$ cat config.mk
export PLATFORM = sky130hd
export DESIGN_NAME = snn_core_param
export DESIGN_NICKNAME = d
export VERILOG_FILES = /design/src/rtl/snn_core_param.sv
export SDC_FILE = /design/constraint.sdc
export NUM_CORES = 1
export LEC_CHECK = 0
export ABC_AREA = 1
export CORE_MARGIN = 2
export CORE_UTILIZATION = 31
export DETAILED_ROUTE_END_ITERATION = 8
export GPL_ROUTABILITY_DRIVEN = 1
export GPL_TIMING_DRIVEN = 0
export PLACE_DENSITY = 0.54
export SYNTH_ARGS = -nofsm -noshare
export SYNTH_HDL_FRONTEND = slang
export SYNTH_SLANG_ARGS = --single-unit
$ cat constraint.sdc
create_clock -name clk -period 5.8 [get_ports clk]
set_input_delay 0.58 -clock clk [delete_from_list [all_inputs] [get_ports clk]]
set_output_delay 0.58 -clock clk [all_outputs]
set_load 0.005 [all_outputs]
$ cat src/rtl/snn_core_param.sv
// Parametrised two-layer SNN inference core (input -> hidden -> output, argmax digit).
// Optional confidence/margin outputs are enabled by defining SNN_CONF_OUT_EN.
module snn_core_param #(
    parameter int N_IN   = 784,
    parameter int N_HID  = 32,
    parameter int N_OUT  = 10,
    parameter int DW     = 8,
    parameter int LUT_AW = 11,
    parameter int FRAC   = 7
) (
    input  logic                             clk,
    input  logic                             rst,
    input  logic                             start,
    output logic [$clog2(N_IN)-1:0]          in_addr,
    input  logic                             in_q,
    output logic [$clog2(N_IN*N_HID)-1:0]    hw_addr,
    input  logic [DW-1:0]                    hw_q,
    output logic [$clog2(N_HID*N_OUT)-1:0]   ow_addr,
    input  logic [DW-1:0]                    ow_q,
    output logic [LUT_AW-1:0]                lut_addr,
    input  logic [DW-1:0]                    lut_q,
    output logic                             busy,
    output logic                             done,
    output logic [$clog2(N_OUT)-1:0]         digit
`ifdef SNN_CONF_OUT_EN
    ,
    output logic [DW-1:0]                    conf,
    output logic [DW:0]                      margin
`endif
);

    localparam int IAW   = $clog2(N_IN);
    localparam int HAW   = $clog2(N_IN * N_HID);
    localparam int OAW   = $clog2(N_HID * N_OUT);
    localparam int JW    = $clog2(N_HID);
    localparam int DGW   = $clog2(N_OUT);
    localparam int NMAX  = (N_IN > N_HID) ? N_IN : N_HID;
    localparam int ACC_W = 2 * DW + $clog2(NMAX);
    localparam int PW    = 2 * DW;
    localparam int SW    = ACC_W - FRAC;
    localparam int XW    = ((SW > LUT_AW) ? SW : LUT_AW) + 1;

    localparam logic [IAW-1:0] K_LAST = IAW'(N_IN - 1);
    localparam logic [JW-1:0]  J_LAST = JW'(N_HID - 1);
    localparam logic [DGW-1:0] M_LAST = DGW'(N_OUT - 1);

    localparam logic signed [XW-1:0] S_MAX = XW'((2 ** (LUT_AW - 1)) - 1);
    localparam logic signed [XW-1:0] S_MIN = XW'(-(2 ** (LUT_AW - 1)));
    localparam logic [DW-1:0]        A_ONE = {1'b0, {(DW-1){1'b1}}};

    typedef enum logic [3:0] {
        IDLE,
        H_MAC,
        H_DRN,
        H_ACT,
        H_WR,
        O_MAC,
        O_DRN,
        O_ACT,
        O_WR,
        DONE
    } state_t;

    state_t state_q, state_d;

    logic [IAW-1:0]          k_q;
    logic [JW-1:0]           j_q;
    logic [DGW-1:0]          m_q;
    logic [HAW-1:0]          hw_addr_q;
    logic [OAW-1:0]          ow_addr_q;
    logic signed [ACC_W-1:0] acc_q;
    logic                    h_v_q, o_v_q;
    logic [DW-1:0]           hid_a_q;
    logic [DW-1:0]           hid_q [N_HID];
    logic [DW-1:0]           max_q, max_d;
    logic [DGW-1:0]          idx_q, idx_d;
    logic [DGW-1:0]          digit_q;

    logic [DW-1:0]           a_op, w_op;
    logic signed [PW-1:0]    a_x, w_x, prod;
    logic signed [XW-1:0]    s_x;
    logic [LUT_AW-1:0]       lut_idx;

`ifdef SNN_CONF_OUT_EN
    localparam logic [DW-1:0] V_MIN = {1'b1, {(DW-1){1'b0}}};
    logic [DW-1:0] sec_q, sec_d;
    logic [DW-1:0] conf_q;
    logic [DW:0]   margin_q;
`endif

    always_ff @(posedge clk) begin
        if (rst) begin
            state_q <= IDLE;
        end else begin
            state_q <= state_d;
        end
    end

    always_comb begin
        state_d  = state_q;
        busy     = 1'b0;
        done     = 1'b0;
        lut_addr = '0;
        unique case (state_q)
            IDLE:    if (start) state_d = H_MAC;
            H_MAC: begin
                busy = 1'b1;
                if (k_q == K_LAST) state_d = H_DRN;
            end
            H_DRN: begin
                busy    = 1'b1;
                state_d = H_ACT;
            end
            H_ACT: begin
                busy     = 1'b1;
                lut_addr = lut_idx;
                state_d  = H_WR;
            end
            H_WR: begin
                busy    = 1'b1;
                state_d = (j_q == J_LAST) ? O_MAC : H_MAC;
            end
            O_MAC: begin
                busy = 1'b1;
                if (j_q == J_LAST) state_d = O_DRN;
            end
            O_DRN: begin
                busy    = 1'b1;
                state_d = O_ACT;
            end
            O_ACT: begin
                busy     = 1'b1;
                lut_addr = lut_idx;
                state_d  = O_WR;
            end
            O_WR: begin
                busy    = 1'b1;
                state_d = (m_q == M_LAST) ? DONE : O_MAC;
            end
            DONE: begin
                done    = 1'b1;
                state_d = IDLE;
            end
            default: state_d = IDLE;
        endcase
    end

    // MAC operands arrive one cycle after issue; the valid flags track which layer issued them.
    always_comb begin
        a_op = h_v_q ? (in_q ? A_ONE : '0) : hid_a_q;
        w_op = h_v_q ? hw_q : ow_q;
        a_x  = {{DW{a_op[DW-1]}}, a_op};
        w_x  = {{DW{w_op[DW-1]}}, w_op};
        prod = a_x * w_x;
    end

    always_comb begin
        s_x = {{(XW-SW){acc_q[ACC_W-1]}}, acc_q[ACC_W-1:FRAC]};
        if (s_x > S_MAX) begin
            lut_idx = '1;
        end else if (s_x < S_MIN) begin
            lut_idx = '0;
        end else begin
            lut_idx = {~s_x[LUT_AW-1], s_x[LUT_AW-2:0]};
        end
    end

    // Running argmax; the final update is folded into the last O_WR so digit is valid with done.
    always_comb begin
        max_d = max_q;
        idx_d = idx_q;
`ifdef SNN_CONF_OUT_EN
        sec_d = sec_q;
`endif
        if (state_q == O_WR) begin
            if (m_q == '0) begin
                max_d = lut_q;
                idx_d = m_q;
`ifdef SNN_CONF_OUT_EN
                sec_d = V_MIN;
`endif
            end else if ($signed(lut_q) > $signed(max_q)) begin
                max_d = lut_q;
                idx_d = m_q;
`ifdef SNN_CONF_OUT_EN
                sec_d = max_q;
            end else if ($signed(lut_q) > $signed(sec_q)) begin
                sec_d = lut_q;
`endif
            end
        end
    end

    always_ff @(posedge clk) begin
        if (rst) begin
            k_q       <= '0;
            j_q       <= '0;
            m_q       <= '0;
            hw_addr_q <= '0;
            ow_addr_q <= '0;
            acc_q     <= '0;
            h_v_q     <= 1'b0;
            o_v_q     <= 1'b0;
            hid_a_q   <= '0;
            max_q     <= '0;
            idx_q     <= '0;
            digit_q   <= '0;
`ifdef SNN_CONF_OUT_EN
            sec_q     <= '0;
            conf_q    <= '0;
            margin_q  <= '0;
`endif
        end else begin
            h_v_q <= (state_q == H_MAC);
            o_v_q <= (state_q == O_MAC);
            max_q <= max_d;
            idx_q <= idx_d;
`ifdef SNN_CONF_OUT_EN
            sec_q <= sec_d;
`endif
            if (h_v_q || o_v_q) begin
                acc_q <= acc_q + {{(ACC_W-PW){prod[PW-1]}}, prod};
            end
            unique case (state_q)
                IDLE: begin
                    k_q       <= '0;
                    j_q       <= '0;
                    m_q       <= '0;
                    hw_addr_q <= '0;
                    ow_addr_q <= '0;
                    acc_q     <= '0;
                end
                H_MAC: begin
                    hw_addr_q <= hw_addr_q + HAW'(1);
                    k_q       <= (k_q == K_LAST) ? '0 : k_q + IAW'(1);
                end
                H_WR: begin
                    acc_q <= '0;
                    if (j_q == J_LAST) begin
                        j_q       <= '0;
                        hw_addr_q <= '0;
                    end else begin
                        j_q <= j_q + JW'(1);
                    end
                end
                O_MAC: begin
                    hid_a_q   <= hid_q[j_q];
                    ow_addr_q <= ow_addr_q + OAW'(1);
                    j_q       <= (j_q == J_LAST) ? '0 : j_q + JW'(1);
                end
                O_WR: begin
                    acc_q <= '0;
                    if (m_q == M_LAST) begin
                        digit_q   <= idx_d;
`ifdef SNN_CONF_OUT_EN
                        conf_q    <= max_d;
                        margin_q  <= {max_d[DW-1], max_d} - {sec_d[DW-1], sec_d};
`endif
                    end else begin
                        m_q <= m_q + DGW'(1);
                    end
                end
                default: ;
            endcase
        end
    end

    always_ff @(posedge clk) begin
        if (state_q == H_WR) begin
            hid_q[j_q] <= lut_q;
        end
    end

    assign in_addr = k_q;
    assign hw_addr = hw_addr_q;
    assign ow_addr = ow_addr_q;
    assign digit   = digit_q;
`ifdef SNN_CONF_OUT_EN
    assign conf    = conf_q;
    assign margin  = margin_q;
`endif

endmodule

==> summary.txt <==
layout cells sized above 1 -> 15.4%
share of power burned in registers -> 42.4%
outcome -> complete, but fails checks
# DRC -> 0
Hold Crit Class -> reg2reg
Initial DRT Pass Iterations -> 5
# diodes -> 0
register area -> 9670 sq um
Min Clock Period, post-route -> 5920 ps
Mapped Area -> 19200 sq um
gpl congestion -> 0.914
Antenna Nets Post-Route -> 0
non-filler instance count after layout -> 3100
Via density -> 4.97
CTS Buf Count -> 38
internal power -> 0.00453 W
vias in the first global route -> 15.3k
Top FF cell, synth -> edfxtp_1
Avg Cell Area, Syn -> 9.06 sq um
Crit. End Element -> flop
most frequent cells in the layout -> nand2_1 (315), inv_1 (289), edfxtp_1 (256), nor2_1 (241), o21ai_0 (161)
Die H -> 253 um
MaxCap Viol Count -> 0
period utilization -> 102%
row cnt -> 91
IO Port Bufs -> 77
post-layout util -> 38.6%
Max FO, Critical Path -> 6
Clock Skews -> 27.3 ps
DPL Wire Length -> 39.1 mm
Yosys Warn Count -> 0
area of the multi-input gates -> 9250 sq um
Total Routed Length -> 56.6 mm
die area -> 63900 sq um
Post-synth EDFFs -> 256
Die X-Extent -> 253 um
P_sw -> 0.00196 W
vias -> 15.4k
Syn Nets -> 2278
Critical-path top delay cell -> fa_1
total power per unit cell area -> 274 nW/um^2
Total Power -> 0.00649 W
Seq/Total Area, Yosys -> 50.4%
Worst EP required -> 6310 ps
filler cell count -> 6132
logic gate share of total power -> 21.8%
GR Util All Layers -> 17.6%
Top-Level Pins -> 79
unrepaired setup endpoints after global routing -> yes
Syn Inst Count -> 2118
core footprint -> 61500 sq um
dpl cells -> 2985
global-route wire length before repair -> 86.7 mm
post-DR wirelength/cell -> 18.3 um
Design Area, Final -> 23700 sq um
Worst-Margin Slew -> 1400 ps
failing checks -> negative setup slack
PnR worst setup slack -> -118 ps
Slew headroom -> 6.05%
Switching Fraction -> 30.2%
clock sink count -> 355
number of distinct library cells after synthesis -> 55
pin count of the biggest net entering global routing -> 35
final hold vios -> 0
buffer depth of the longest clock path -> 3
clk slew on worst S/H paths -> 60 ps
Leak Pwr -> 9.40 nW
CTS tree -> done
CTS H-tree depth -> 2
Critical R2R Launch -> h_v_q
endpoints failing setup -> 11
Max Transition Viols Final -> 0
critical path's most frequent cell -> inv_2
Final #Nets -> 2442
gr ovfl total -> 0
asr flop ratio synth -> 0%
Fmax -> 0.169 GHz
kind of critical path -> reg2reg
arrival time worst endpoint -> 6430 ps
Peak VDD IR -> 0.289 mV
Clock power frac -> 35.8%
Startpoint Class -> flop
CP startpoint -> h_v_q
Detailed Route Iter0 Violations -> 1224
dpl cell area -> 20900 sq um
most common cell after layout, fill and taps aside -> nand2_1
register bit total from synthesis -> 355
worst-skew pair later-pin latency -> 580 ps
hold_sp -> max_q[1]
clock root cell -> clkbuf_16
antenna violations before repair -> 0
Area Growth Syn to Fin -> 23.6%
Crit path largest cell delay -> 550 ps
Initial Util -> 31.2%
[state kept, by name, indices dropped and copies added (netlist names)]
signal   cells
state_q      4
digit        4
h_v_q        1
idx_q        4
in_addr     10
ow_addr      9
hw_addr     15
acc_q       26
hid_a_q      8
hid_q      256
m_q          4
o_v_q        1
j_q          5
max_q        8
[worst paths after layout]
| path | end | depth (start not counted) | slack [ps] |
|---|---|---|---|
| hold reg to reg | max_q[1] | 2 | 460 |
| setup / recovery | acc_q[18] | 34 | -120 |
| setup reg to reg | acc_q[18] | 34 | -120 |
| hold / removal | max_q[1] | 2 | 460 |
[logic make-up after synthesis]
logic type / Yosys count / synth area share [%]
simple gates: 789 / 17.7
compound gates: 426 / 12.3
xor+xnor: 26 / 1.19
flops: 355 / 50.4
buf+inv: 390 / 7.68
fa+ha+maj: 132 / 10.8
[layout make-up]
type                       count  share of cell area, %
buffer                        63                   1.08
clock buffer                  50                   4.24
clock inverter                18                  0.665
inverter                     327                   5.21
multi-input combinational   1374                   39.0
sequential                   355                   40.8
tap                          790                   4.17
timing repair buffer         123                   4.82
[cells in the mapped netlist, drive strengths merged (24+ instances only)]
master	number	share of area (%)
nand3	76	2.1
clkbuf	53	1.0
dfxtp	99	10
edfxtp	256	40
nor3	24	0.87
o21ai	193	5.0
nor2	275	5.7
nand2	362	7.3
inv	324	6.3
a21oi	124	3.3
nand4	25	0.82
ha	76	5.0
fa	56	5.8
o22ai	64	2.1
[per-layer routing]
metal	vias up	GRT usage, %	routed length [um]
met3	89	3.43	4000
met5	-	0	0
met4	0	4.90	1310
li1	7415	-	-
met1	7448	23.0	24300
met2	448	29.5	27100
[worst max-delay path: cells and delay by family (launching register included)]
family | cells | cell delay, ps
compound gates | 4 | 650
xor+xnor | 1 | 110
fa+ha+maj | 6 | 2670
buf+inv | 11 | 930
flops | 1 | 360
simple gates | 12 | 1130
[power by group through the flow]
stage	Combinational, W	Clock (W)	Sequential [W]
after detailed placement	0.000931	0	0.00280
after global placement	0.000925	0	0.00280
after floorplan	0.000645	0	0.00279
final	0.00142	0.00232	0.00275
after global routing	0.00156	0.00245	0.00275
after CTS	0.00118	0.00236	0.00275
[timing repair]
action / in CTS / in global routing
setup endpoints to repair: 18 / 18
gates resized for setup: 164 / 119
cloned: 1 / 0
hold buffers: 0 / 0
buffers inserted: 28 / 18
pin swaps: 66 / 76
[stage by stage]
stage | hold WS (ps) | TNS (ps) | setup WS, ps
2_1_floorplan | 433 | 0 | 54.8
3_3_place_gp | 443 | -18340 | -1260
3_5_place_dp | 456 | -18380 | -1230
4_1_cts | 464 | -509 | -89.6
5_1_grt | 489 | -4720 | -414
6_report | 463 | -669 | -118
(Power assumes the default switching activity.)
